[src/rtl/uart_pkg.sv]
// Shared definitions for the memory-mapped UART transmitter.
package uart_pkg;

  // Transmit state machine states
  typedef enum logic [1:0] {
    IDLE  = 2'd0,
    START = 2'd1,
    DATA  = 2'd2,
    STOP  = 2'd3
  } uart_tx_state_t;

  // Register offsets relative to the data register address
  localparam logic [31:0] UART_DATA_OFS = 32'h0000_0000;
  localparam logic [31:0] UART_CTRL_OFS = 32'h0000_0100;

  // Status register bit positions
  localparam int unsigned STAT_READY = 0;
  localparam int unsigned STAT_BUSY  = 1;
  localparam int unsigned STAT_OVR   = 2;

endpackage

[src/rtl/uart_tx_fifo.sv]
// Synchronous byte FIFO with occupancy count and async active-low reset.
// A push is accepted only when not full, regardless of a same-cycle pop.
module uart_tx_fifo #(
  parameter int unsigned DEPTH = 8,
  parameter int unsigned WIDTH = 8
) (
  input  logic                     clk,
  input  logic                     rst_n,
  input  logic                     i_push,
  input  logic                     i_pop,
  input  logic [WIDTH-1:0]         i_data,
  output logic [WIDTH-1:0]         o_data,
  output logic                     o_full,
  output logic                     o_empty,
  output logic [$clog2(DEPTH):0]   o_count
);

  localparam int unsigned AW = $clog2(DEPTH);

  logic [WIDTH-1:0] r_mem [DEPTH];
  logic [AW-1:0]    r_wr_ptr;
  logic [AW-1:0]    r_rd_ptr;
  logic [AW:0]      r_count;
  logic             w_push_ok;
  logic             w_pop_ok;

  assign o_full    = (r_count == (AW+1)'(DEPTH));
  assign o_empty   = (r_count == '0);
  assign o_count   = r_count;
  assign o_data    = r_mem[r_rd_ptr];
  assign w_push_ok = i_push && !o_full;
  assign w_pop_ok  = i_pop && !o_empty;

  // Storage array; contents need no reset since count gates visibility
  always_ff @(posedge clk) begin
    if (w_push_ok) r_mem[r_wr_ptr] <= i_data;
  end

  // Pointers wrap naturally (power-of-two depth); count tracks push/pop
  always_ff @(posedge clk or negedge rst_n) begin
    if (!rst_n) begin
      r_wr_ptr <= '0;
      r_rd_ptr <= '0;
      r_count  <= '0;
    end else begin
      if (w_push_ok) r_wr_ptr <= r_wr_ptr + 1'b1;
      if (w_pop_ok)  r_rd_ptr <= r_rd_ptr + 1'b1;
      case ({w_push_ok, w_pop_ok})
        2'b10:   r_count <= r_count + 1'b1;
        2'b01:   r_count <= r_count - 1'b1;
        default: r_count <= r_count;
      endcase
    end
  end

endmodule

[src/rtl/uart_tx_dev.sv]
// Memory-mapped 8N1 serial transmitter: bus decode, status/overrun
// register, byte FIFO and transmit state machine.
module uart_tx_dev
  import uart_pkg::*;
#(
  parameter int unsigned    BITS         = 32,
  parameter logic [BITS-1:0] BASE        = 32'hF0000030,
  parameter logic [BITS-1:0] CTRL_BASE   = 32'hF0000130,
  parameter int unsigned    CLKS_PER_BIT = 217,
  parameter int unsigned    FIFO_DEPTH   = 8
) (
  input  logic            clk,
  input  logic            reset,
  input  logic            we,
  input  logic            re,
  input  logic [BITS-1:0] memAddr,
  input  logic [BITS-1:0] dataBusIn,
  output logic [BITS-1:0] dataBusOut,
  output logic            tx
);

  localparam int unsigned TW = $clog2(CLKS_PER_BIT);
  localparam int unsigned CW = $clog2(FIFO_DEPTH) + 1;

  uart_tx_state_t r_state;
  logic [TW-1:0]  r_timer;
  logic [2:0]     r_bit_idx;
  logic [7:0]     r_shift;
  logic           r_tx;
  logic           r_ovr;

  logic           w_data_hit;
  logic           w_ctrl_hit;
  logic           w_push_req;
  logic           w_pop;
  logic           w_bit_end;
  logic           w_full;
  logic           w_empty;
  logic           w_busy;
  logic [7:0]     w_fifo_data;
  logic [CW-1:0]  w_count;
  logic           w_unused_data;

  assign w_data_hit    = (memAddr == BASE);
  assign w_ctrl_hit    = (memAddr == CTRL_BASE);
  assign w_push_req    = we && w_data_hit;
  assign w_bit_end     = (r_timer == TW'(CLKS_PER_BIT - 1));
  assign w_busy        = (r_state != IDLE) || !w_empty;
  assign w_unused_data = ^dataBusIn[BITS-1:8];
  assign tx            = r_tx;

  // Pop when idle, or on the last stop-bit cycle so frames run back to back
  assign w_pop = !w_empty &&
                 ((r_state == IDLE) || ((r_state == STOP) && w_bit_end));

  uart_tx_fifo #(
    .DEPTH (FIFO_DEPTH),
    .WIDTH (8)
  ) u_fifo (
    .clk     (clk),
    .rst_n   (reset),
    .i_push  (w_push_req),
    .i_pop   (w_pop),
    .i_data  (dataBusIn[7:0]),
    .o_data  (w_fifo_data),
    .o_full  (w_full),
    .o_empty (w_empty),
    .o_count (w_count)
  );

  // Combinational read mux; zero unless a register is addressed and read
  always_comb begin
    dataBusOut = '0;
    if (re && w_data_hit) begin
      dataBusOut = BITS'(w_count);
    end else if (re && w_ctrl_hit) begin
      dataBusOut[STAT_READY] = !w_full;
      dataBusOut[STAT_BUSY]  = w_busy;
      dataBusOut[STAT_OVR]   = r_ovr;
    end
  end

  // Sticky overrun flag; a same-cycle overrun beats a clear
  always_ff @(posedge clk or negedge reset) begin
    if (!reset) begin
      r_ovr <= 1'b0;
    end else if (w_push_req && w_full) begin
      r_ovr <= 1'b1;
    end else if (we && w_ctrl_hit && dataBusIn[STAT_OVR]) begin
      r_ovr <= 1'b0;
    end
  end

  // Transmit FSM; tx is computed one cycle ahead so the pin is a flop output
  always_ff @(posedge clk or negedge reset) begin
    if (!reset) begin
      r_state   <= IDLE;
      r_timer   <= '0;
      r_bit_idx <= '0;
      r_shift   <= '0;
      r_tx      <= 1'b1;
    end else begin
      case (r_state)
        IDLE: begin
          r_timer <= '0;
          r_tx    <= 1'b1;
          if (w_pop) begin
            r_shift <= w_fifo_data;
            r_tx    <= 1'b0;
            r_state <= START;
          end
        end
        START: begin
          if (w_bit_end) begin
            r_timer   <= '0;
            r_bit_idx <= '0;
            r_tx      <= r_shift[0];
            r_state   <= DATA;
          end else begin
            r_timer <= r_timer + 1'b1;
          end
        end
        DATA: begin
          if (w_bit_end) begin
            r_timer <= '0;
            if (r_bit_idx == 3'd7) begin
              r_tx    <= 1'b1;
              r_state <= STOP;
            end else begin
              r_shift   <= r_shift >> 1;
              r_tx      <= r_shift[1];
              r_bit_idx <= r_bit_idx + 1'b1;
            end
          end else begin
            r_timer <= r_timer + 1'b1;
          end
        end
        STOP: begin
          if (w_bit_end) begin
            r_timer <= '0;
            if (w_pop) begin
              r_shift <= w_fifo_data;
              r_tx    <= 1'b0;
              r_state <= START;
            end else begin
              r_tx    <= 1'b1;
              r_state <= IDLE;
            end
          end else begin
            r_timer <= r_timer + 1'b1;
          end
        end
        default: begin
          r_timer <= '0;
          r_tx    <= 1'b1;
          r_state <= IDLE;
        end
      endcase
    end
  end

endmodule

[config.mk]
export PLATFORM = sky130hd
export DESIGN_NAME = uart_tx_dev
export DESIGN_NICKNAME = d
export VERILOG_FILES = /design/src/rtl/uart_pkg.sv /design/src/rtl/uart_tx_fifo.sv /design/src/rtl/uart_tx_dev.sv
export SDC_FILE = /design/constraint.sdc
export NUM_CORES = 1
export LEC_CHECK = 0
export BUFFER_PORTS_ARGS = -buffer_cell sky130_fd_sc_hd__buf_2
export CORE_ASPECT_RATIO = 0.8
export CORE_MARGIN = 1.5
export CORE_UTILIZATION = 55
export DETAILED_ROUTE_END_ITERATION = 8
export HOLD_SLACK_MARGIN = 0.06
export PLACE_DENSITY = 0.87
export RECOVER_POWER = 25
export SLEW_MARGIN = 20
export SYNTH_ARGS = -nofsm -noshare
export SYNTH_HDL_FRONTEND = slang
export SYNTH_SLANG_ARGS = --single-unit
[constraint.sdc]
create_clock -name clk -period 3.15 [get_ports clk]
set_input_delay 0.315 -clock clk [delete_from_list [all_inputs] [get_ports clk]]
set_output_delay 0.315 -clock clk [all_outputs]
set_load 0.005 [all_outputs]
## Yosys cells after proc, flatten, opt, wreduce, memory -nomap -nowiden

Memory sizes are Yosys's and may differ from the RTL's.
Index checks and enable logic that the tools add are counted.

- Flip-flop bits (word level): 33
- RAM bits: 64
- Output and inout port bits: 33
- Word-level logic and storage cells: 90
- Memories kept: 1

Memories:

| name | words | bits a word | read ports | clocked after Yosys merged registers in | wr ports | line | RTL |
|---|---|---|---|---|---|---|---|
| u_fifo.r_mem | 8 | 8 | 1 | 0 | 1 | uart_tx_fifo.sv:20 | `logic [WIDTH-1:0] r_mem [DEPTH];` |

- Add/sub/neg operators: 6
- Equality and inequality tests: 16
- Mux-type cells: 32
- Reduce and logical (&&, ||, !) cells: 26

Operator list:

| kind | count |
|---|---|
| equality test 32 bit (second input constant) | 2 |
| 2-to-1 mux 8 bit | 5 |
| one-hot mux 8 bit (3 select lines) | 1 |
| one-hot mux 8 bit (2 select lines) | 1 |
| 2-to-1 mux 3 bit | 5 |
| 2-to-1 mux 1 bit | 11 |
| logical AND 1 bit | 10 |
| 2-to-1 mux 2 bit | 5 |
| != test 2 bit (second input constant) | 5 |
| adder 3 x 1 -> 3 bit (second input constant) | 3 |
| adder 8 x 1 -> 8 bit (second input constant) | 1 |
| equality test 8 bit (second input constant) | 1 |
| one-hot mux 2 bit (4 select lines) | 1 |
| one-hot mux 4 bit (2 select lines) | 1 |
| AND reduction 4 bit | 2 |
| nonzero test 2 bit | 4 |
| equality test 2 bit (second input constant) | 3 |
| one-hot mux 3 bit (2 select lines) | 1 |
| AND reduction 5 bit | 1 |
| adder 4 x 1 -> 4 bit (second input constant) | 1 |
| equality test 2 x 1 -> 1 bit (second input constant) | 2 |
| equality test 4 bit (second input constant) | 1 |
| zero test 4 bit | 1 |
| one-hot mux 1 bit (4 select lines) | 1 |
| 9 further kinds | 11 |

## Longest topological paths before layout

Gate-level depths: netlist of the first run.

- Depth in word-level cells: 7
- Depth in mapped cells: 12

## Hierarchy

Synthesis of the first run repeated with hierarchy kept, for this count alone.

- Cell total of the unflattened synthesis: 332
- Area total of the unflattened synthesis: 4862.2 um^2

By module, submodules not included:

| module | times used | cells an instance | area an instance (um^2) | seq. area each (um^2) |
|---|---|---|---|---|
| uart_tx_fifo | 1 | 160 | 3134.3 | 2172.1 |
| uart_tx_dev | 1 | 172 | 1727.9 | 576.8 |

## Worst setup path after synthesis of the first run

No wires, ideal clock.

- Kind: input -> register
- From: in memAddr[13]
- To: reg u_fifo.r_count[3] (netlist: u_fifo.o_count[3])
- Library setup time: 0.126 ns
- Arrival: 2.415 ns
- Data required time: 3.024 ns
- Setup slack: 0.609 ns
- Stages on the path: 11
- Cell sequence: nor4_2 -> nand4_2 -> nor4b_4 -> inv_1 -> ha_1 -> ha_1 -> a21o_1 -> a21oi_1 -> xnor2_1 -> nor2_1 -> xor2_1

- Longest elaborated chain between the ends: 5
- Elaborated cells on any way between the ends: 7
- Those cells by class: 3 x eq/ne; 1 x mux; 3 x reduce/logical

RTL lines:

| element | line | RTL |
|---|---|---|
| start: declaration | uart_tx_dev.sv:16 | `input logic [BITS-1:0] memAddr,` |
| equality test 32 bit (*) | uart_tx_dev.sv:44 | `assign w_data_hit = (memAddr == BASE);` |
| logical AND 1 bit (*) | uart_tx_dev.sv:46 | `assign w_push_req = we && w_data_hit;` |
| logical AND 1 bit (*) | uart_tx_fifo.sv:31 | `assign w_push_ok = i_push && !o_full;` |
| equality test 2 x 1 -> 1 bit / equality test 2 bit (equally long branches) | uart_tx_fifo.sv:48 | `case ({w_push_ok, w_pop_ok})` |
| one-hot mux 4 bit (2 select lines) / nonzero test 2 bit (equally long branches) | n/a |  |
| end signal: assignment | uart_tx_fifo.sv:49 | `2'b10: r_count <= r_count + 1'b1;` |
| end signal: assignment | uart_tx_fifo.sv:50 | `2'b01: r_count <= r_count - 1'b1;` |
| end signal: assignment | uart_tx_fifo.sv:51 | `default: r_count <= r_count;` |
| end: declaration | uart_tx_fifo.sv:23 | `logic [AW:0] r_count;` |

Mark *: on every way between the ends. The rest lies on a longest branch, timed or not.
A chain may end at the register's enable or synchronous reset.

## Worst setup path after layout of the first run

- From: reg r_timer[0]
- To: reg u_fifo.r_count[3] (netlist: u_fifo.o_count[3])

- Longest elaborated chain between the ends: 7
- Elaborated cells on any way between the ends: 9
- Those cells by class: 3 x eq/ne; 1 x mux; 5 x reduce/logical

RTL lines:

| element | line | RTL |
|---|---|---|
| start: declaration | uart_tx_dev.sv:26 | `logic [TW-1:0] r_timer;` |
| start signal: assignment | uart_tx_dev.sv:120 | `r_timer <= r_timer + 1'b1;` |
| start signal: assignment | uart_tx_dev.sv:135 | `r_timer <= r_timer + 1'b1;` |
| start signal: assignment | uart_tx_dev.sv:150 | `r_timer <= r_timer + 1'b1;` |
| equality test 8 bit (*) | uart_tx_dev.sv:47 | `assign w_bit_end = (r_timer == TW'(CLKS_PER_BIT - 1));` |
| logical AND 1 bit (*) | uart_tx_dev.sv:54 | `((r_state == IDLE) \|\| ((r_state == STOP) && w_bit_end));` |
| logical OR 1 bit (*) | uart_tx_dev.sv:54 |  |
| logical AND 1 bit (*) | uart_tx_dev.sv:53 | `assign w_pop = !w_empty &&` |
| logical AND 1 bit (*) | uart_tx_fifo.sv:32 | `assign w_pop_ok = i_pop && !o_empty;` |
| net u_fifo.w_pop_ok | uart_tx_fifo.sv:25 | `logic w_pop_ok;` |
| equality test 2 x 1 -> 1 bit / equality test 2 bit (equally long branches) | uart_tx_fifo.sv:48 |  |
| one-hot mux 4 bit (2 select lines) / nonzero test 2 bit (equally long branches) | n/a |  |

The timed path passes the listed nets; every way through them passes the cells marked *.

==> metrics, run 1 <==
status=finished, final reports clean; final slew viol count=0; ANT nets after route=0; Avg Inst Size Synth=around 15 um2; final design utilization=a little under two thirds; clock root cell=clkbuf_8; Critical path origin=r_timer[0]; Yosys cell types=54; vias in the first global route=2,678; clk buf depth=2; fmax=between 300 and 400 MHz; area grow syn2layout=9.763%; layout cells sized above 1=28.68%; postcts setup bufs=0; Synth Register Bits=97; CP startpoint kind=flip-flop; PortBufs=48; register area share after synthesis=roughly 58%; DRC Markers=0; Peak VDD IR=~0.34 mV; Final Total Pwr=between 0.002 and 0.003 W; crit path kind=flip-flop to flip-flop; largest net degree at the start of global routing=34; GP Congestion=approximately 0.81; Post-Syn Area=around 0.0047 mm2; hpwl dp=approximately 5.8 mm; pre-CTS WS=approximately 470 ps; initial DRC count=112; Critical Path RT=roughly 3400 ps; Final WS setup=approximately 480 ps; Vias=2,643; PwrDens=between 400 and 500 mW/mm2; Sink Count=97; async set or reset register ratio after synthesis=34.02%; worst hold path type=primary input to flip-flop; hold_sp=dataBusIn[2]; ys flop type=edfxtp_1; Cells after Synth=approximately 320; CTS tree=yes; final WL=~8 mm; first-pass GRT wire length=12.82 mm; Reg clk slew, reported paths=approximately 90 ps; via/cell ratio=around 5.3; clock latency on the worst-skew pair=about 370 ps; initial core utilization=between 50 and 60%; Ys Warns=0; initial antenna violation count=0; Slew HR=approximately half; Total GRT Usage=around a fifth; Die Area=between 0.009 and 0.01 mm2; Final period util=a little over four fifths; Die H=approximately 86 um; # nets final=roughly 470; drt first pass iters=4; residual overflow from global routing=0; WL/cell=between 15 and 20 um; Die X=106.4 um; leakage=2.105 nW; CP max FO=5; Post-synth EDFFs=64; FF-to-FF Start=r_timer[0]; I/O pins=101; H-tree depth=3; diode count=0; Core Rows=29; endpoints failing setup=0; endpoint class of the critical path=flip-flop; clk_skew=8.267 ps; Worst Hold Depth=1; Total Neg Setup Slack=0 ps; maxcap violations=0; Tightest Pin Transition=about 760 ps; final hold vios=0; RSZ-0062 raised after global routing=false; Worst Path Arrival=between 2000 and 3000 ps; Worst Reg-to-Reg Cells=12; crit path time final=about 2700 ps; TritonCTS buffer count=9; Core ar.=between 0.008 and 0.009 mm2
==> cell usage after synthesis, drive strengths merged, types with 3 or more instances <==
library cell,count,share of area (%)
nand3,3,0.32
nor4b,4,1.5
ha,14,3.7
buf,37,5.8
mux2,11,3.4
edfxtp,64,41
a22o,6,1.1
inv,11,0.88
a311oi,3,0.56
dfrtp,32,17
or2,3,0.40
xnor2,6,1.1
mux4,16,7.7
o21ai,13,1.4
nor2,24,1.9
nand2,16,1.3
a21oi,3,0.32
nor3,4,0.64
mux2i,11,2.3
nand2b,5,0.72
nor4,5,1.3
xor2,8,1.5
a31oi,3,0.40
==> state kept, by name, summed over array words and instances, names as in the netlist <==
| name | cells |
|---|---|
| u_fifo.r_mem | 64 |
| r_shift | 8 |
| r_timer | 8 |
| u_fifo.o_count | 4 |
| r_bit_idx | 3 |
| u_fifo.r_rd_ptr | 3 |
| u_fifo.r_wr_ptr | 3 |
| r_state | 2 |
| r_ovr | 1 |
| tx | 1 |
==> worst max-delay path: stages, from the launching register on <==
cell	delay [ps]
dfrtp_1	410
inv_1	60
ha_1	190
and3b_1	200
a31oi_1	250
nor2_1	170
ha_1	280
ha_1	280
a21o_1	180
a21oi_1	170
xnor2_1	140
nor2_1	80
xor2_1	150
==> area by class of cell <==
| cell class | count | area, um2 |
|---|---|---|
| Clock buffer | 9 | 123.9 |
| Inverter | 11 | 41.29 |
| Fill cell | 605 | 2965 |
| Timing Repair Buffer | 60 | 324.1 |
| Clock inverter | 7 | 51.30 |
| Sequential cell | 97 | 2749 |
| Multi-Input combinational cell | 203 | 1738 |
| Tap cell | 108 | 135.1 |
==> routing by layer <==
layer | vias up | part of all wire [%] | global-route usage, %
met5 | - | 0 | 0
met4 | 0 | 0.89 | 5.160
met2 | 70 | 51 | 33.26
li1 | 1251 | - | -
met1 | 1312 | 44 | 22.86
met3 | 10 | 4.2 | 5.775
==> through the flow <==
step           instance area [um2]  hold slack (ps)  std cells
2_1_floorplan                 4805            19.41        349
3_3_place_gp                  4986            410.2        478
3_5_place_dp                  4986            419.6        478
4_1_cts                       5171            185.5        495
5_1_grt                       5162            237.8        495
6_report                      5162            259.9        495
==> power breakdown <==
part / switching, W / internal (W)
Clock: 0.000434 / 0.000295
Sequential: 0.0000754 / 0.00140
Combinational: 0.000162 / 0.000195
==> repair_timing <==
action,CTS,global route
resized for setup,0,0
hold buffers,1,0
hold endpoints to repair,32,0
==> placed cells by master, fill, tap and decap left out, drive strengths merged, types with 6 or more instances in the layout <==
cell	count
edfxtp	64
buf	52
dfrtp	32
conb	28
nor2	24
mux4	16
nand2	16
clkbuf	16
inv	15
ha	14
o21ai	13
mux2i	11
mux2	11
xor2	8
xnor2	6
a22o	6
==> worst paths after layout <==
check | to | slack (ps)
min | u_fifo.r_mem[3][2] | 260
max in group asynchronous | u_fifo.o_count[2] | 2140
min reg2reg | r_timer[0] | 500
max reg2reg | u_fifo.o_count[3] | 480
min in group asynchronous | r_timer[0] | 540
max | u_fifo.o_count[3] | 480
==> logic make-up (layout without fill, tap and decap cells) <==
kind of cell	after synthesis	in the layout	synth area share, %
AND/OR/NAND/NOR	77	77	10.32
other	1	28	0.07973
AO/OA/AOI/OAI	31	31	4.283
adder cells (fa/ha/maj)	15	15	4.150
multiplexers	38	38	13.35
XOR/XNOR	14	14	2.607
buffers and inverters	49	87	6.757
flip-flops	97	97	58.45
No activity file was read; power rests on OpenSTA's default activity.
==> run 2, diff against run 1 <==
--- a/config.mk
+++ b/config.mk
@@ -5,13 +5,14 @@
 export SDC_FILE = /design/constraint.sdc
 export NUM_CORES = 1
 export LEC_CHECK = 0
+export ABC_AREA = 1
 export BUFFER_PORTS_ARGS = -buffer_cell sky130_fd_sc_hd__buf_2
 export CORE_ASPECT_RATIO = 0.8
 export CORE_MARGIN = 1.5
-export CORE_UTILIZATION = 55
+export CORE_UTILIZATION = 50
 export DETAILED_ROUTE_END_ITERATION = 8
 export HOLD_SLACK_MARGIN = 0.06
-export PLACE_DENSITY = 0.87
+export PLACE_DENSITY = 0.83
 export RECOVER_POWER = 25
 export SLEW_MARGIN = 20
 export SYNTH_ARGS = -nofsm -noshare
==> constraint.sdc (replaced) <==
create_clock -name clk -period 2.4 [get_ports clk]
set_input_delay 0.24 -clock clk [delete_from_list [all_inputs] [get_ports clk]]
set_output_delay 0.24 -clock clk [all_outputs]
set_load 0.005 [all_outputs]
==> run 2 against run 1 <==
Effect of this change: global-route usage increased by 1.2 points; sequential share of layout area decreased by 6.1 points; wire length increased by 27%; clock skew increased by 1.1 ps; via count increased by 45%; clock-buffer cell count unchanged; register-to-register slack got worse by 360 ps; critical path type unchanged; highest routed layer unchanged.
==> metrics, run 2 <==
residual overflow from global routing=0 (unchanged); Sink Count=97 (unchanged); most common cell after layout, fill and taps aside=nand2_1; Largest regs=u_fifo.r_mem (64), r_shift (8), r_timer (8); most frequent cells in the layout=190 x nand2_1, 64 x edfxtp_1, 48 x nor2_1; Worst Hold Depth=1 (unchanged); H-tree depth=3 (unchanged); initial DRC count=262 (+130%); delay-heaviest family, CP=adder cells; register-to-register setup slack=120 ps (-360 ps); pre-CTS WS=-52.31 ps (-526.8 ps); Peak VDD IR=0.4883 mV (+42%); crit-path cells=inv_2 > ha_2 > nor2_1 > a21oi_4 > nand2_8 > inv_4 > ha_4 > ha_1 > a21oi_1 > nand2_1 > a21oi_2 > o21ai_0 > nand2_1 > nand2_1; Worst Reg-to-Reg Cells=14 (+2); drt first pass iters=5 (+1); clock latency on the worst-skew pair=340 ps (-30 ps); Die H=93.17 um (+8.7%); Core ar.=0.009769 mm2 (+20%); Filler cells=763 (+26%); CP startpoint kind=flip-flop; WL/cell=13.27 um (-18%); final hold vios=0 (unchanged); endpoint class of the critical path=flip-flop; Tightest Pin Transition=766.1 ps (+9.875 ps); FF-to-FF End=u_fifo.o_count[3]; share of the synthesized area in the top cell type=37.82% (-3.0 points); PortBufs=48 (unchanged); async set or reset register ratio after synthesis=34.02% (unchanged); worst hold slack=204.0 ps (-55.95 ps); WP buf/inv=2 (+1); CTS tree=yes; initial core utilization=52.01% (-5.9 points); ANT nets after route=0 (unchanged); Avg Inst Size Synth=9.222 um2 (-37%); vias in the first global route=3,596 (+34%); first-pass GRT wire length=16.57 mm (+29%); synth top area cells=edfxtp_1 38%, dfrtp_1 16%, nand2_1 14%, nand3_1 4.6%, buf_4 4.4%; Post-Syn Area=0.005081 mm2 (+8.0%); I/O pins=101 (unchanged); final WL=10.15 mm (+27%); Worst path max stage delay=410 ps (about the same); Total GRT Usage=20.08% (+1.2 points); WP depth=14 (+2); Commonest cells post-synth=190 x nand2_1, 64 x edfxtp_1, 48 x nor2_1; clock root cell=clkbuf_16; Die Area=0.01078 mm2 (+18%); post-route cell area=0.005826 mm2 (+13%); Core Rows=32 (+10%); diode count=0 (unchanged); register area share after synthesis=54.10% (-4.3 points); crit path time final=2278 ps (-389.1 ps); FF-to-FF Start=r_state[1]; Vias=3,834 (+45%); Reg clk slew, reported paths=70 ps (-20 ps); cell repeated most along the worst path=nand2_1; ys flop type=edfxtp_1; # nets final=707 (+52%); clk buf depth=2 (unchanged); Worst Path Arrival=2510 ps (-410 ps); Cells after Synth=551 (+71%); Synth area leader=edfxtp_1; initial antenna violation count=0 (unchanged); Critical Path RT=2630 ps (-770 ps); placed inst area=0.005468 mm2 (+9.7%); Ys Warns=0 (unchanged); PwrDens=600.9 mW/mm2 (+21%); leakage=2.697 nW (+28%); hpwl dp=6.986 mm (+21%); Final WS setup=121.9 ps (-360.9 ps); cell with the most instances after synthesis=nand2_1; final slew viol count=0 (unchanged); endpoints failing setup=0 (unchanged); DRC Markers=0 (unchanged); Biggest register=u_fifo.r_mem; max reg flops=64 (unchanged); fmax=439.0 MHz (+17%); hold_sp=dataBusIn[7]; Yosys cell types=38 (-30%); status=finished, final reports clean; Hold Path End=u_fifo.r_mem[2][7]; worst hold path type=primary input to flip-flop; crit path kind=flip-flop to flip-flop; via/cell ratio=5.012 (-6.1%); Total Neg Setup Slack=0 ps (unchanged); Synth Register Bits=97 (unchanged); GP Congestion=0.8138 (+0.73%); area grow syn2layout=14.65%; Slew HR=48.93% (-0.66 points); TritonCTS buffer count=9 (unchanged); Die X=115.7 um (+8.8%); largest net degree at the start of global routing=34 (unchanged); CP max FO=4 (-1); CP max stage cell=dfrtp_1; layout cells sized above 1=18.60% (-10 points); Post-synth EDFFs=64 (unchanged); maxcap violations=0 (unchanged); clk_skew=9.323 ps (+1.056 ps); Final period util=94.92% (+10 points)
-- run 2: changes by cell type in the layout (fill, tap and decap cells not counted), moves of 11 or more --
cell and delta:
inv_1 +33, nand2_1 +175, buf_4 +16, nand3_1 +44, mux2i_1 -11, mux4_2 -16, nor2_1 +24
-- run 2: final cells by class --
| type | count | area [um2] | share of cell area (%) |
|---|---|---|---|
| Inverter | 49 | 186.4 | 3.200 |
| Sequential cell | 97 | 2749 | 47.19 |
| Clock buffer | 9 | 225.2 | 3.866 |
| Clock inverter | 7 | 90.09 | 1.546 |
| Timing Repair Buffer | 76 | 444.2 | 7.625 |
| Tap cell | 136 | 170.2 | 2.921 |
| Multi-Input combinational cell | 391 | 1961 | 33.66 |
-- run 2: kinds of logic (layout without fill, tap and decap cells) --
family / Yosys count / in the layout / share of synthesized area (%)
simple gates: 322 / 322 / 28.84
buf+inv: 90 / 141 / 9.677
xor+xnor: 5 / 5 / 0.8618
compound gates: 21 / 21 / 2.610
other cells: 1 / 28 / 0.07380
fa+ha+maj: 15 / 15 / 3.841
flops: 97 / 97 / 54.10
-- run 2: what timing repair did --
action	CTS	global route
hold buffers	1	0
setup buffers	1	2
endpoints found under the hold margin	32	0
pin swaps	0	1
setup endpoints to repair	1	2
resized for setup	0	5
-- run 2: metrics by stage --
stage | cells | util, % | total power [W]
after floorplan | 578 | - | 0.001992
after global routing | 765 | 59.63 | 0.003599
after detailed placement | 745 | 55.97 | 0.002038
final | 765 | 59.63 | 0.003500
after CTS | 763 | 59.38 | 0.003509
after global placement | 745 | 55.97 | 0.002026
-- run 2: how the worst max path moves through the flow --
stage / from / to / slack [ps]
2_1_floorplan: r_state[0] / u_fifo.o_count[3] / 90
3_3_place_gp: r_state[1] / u_fifo.o_count[3] / 100
3_5_place_dp: r_state[1] / u_fifo.o_count[3] / -50
4_1_cts: r_state[1] / u_fifo.o_count[3] / 0.2
5_1_grt: r_timer[0] / u_fifo.o_count[3] / -0.9
6_report: r_state[1] / u_fifo.o_count[3] / 120
-- run 2: power breakdown --
group	switching [W]	internal [W]
clock	0.000654	0.000839
sequential	0.0000348	0.00184
combinational	0.0000808	0.0000526
total	0.000770	0.00273
-- run 2: per-layer routing --
layer	global-route usage [%]	up-vias	part of all wire, %
met4	6.911	0	1.3
li1	-	1870	-
met5	0	-	0
met2	34.07	187	48
met1	26.38	1761	42
met3	3.176	16	8.5
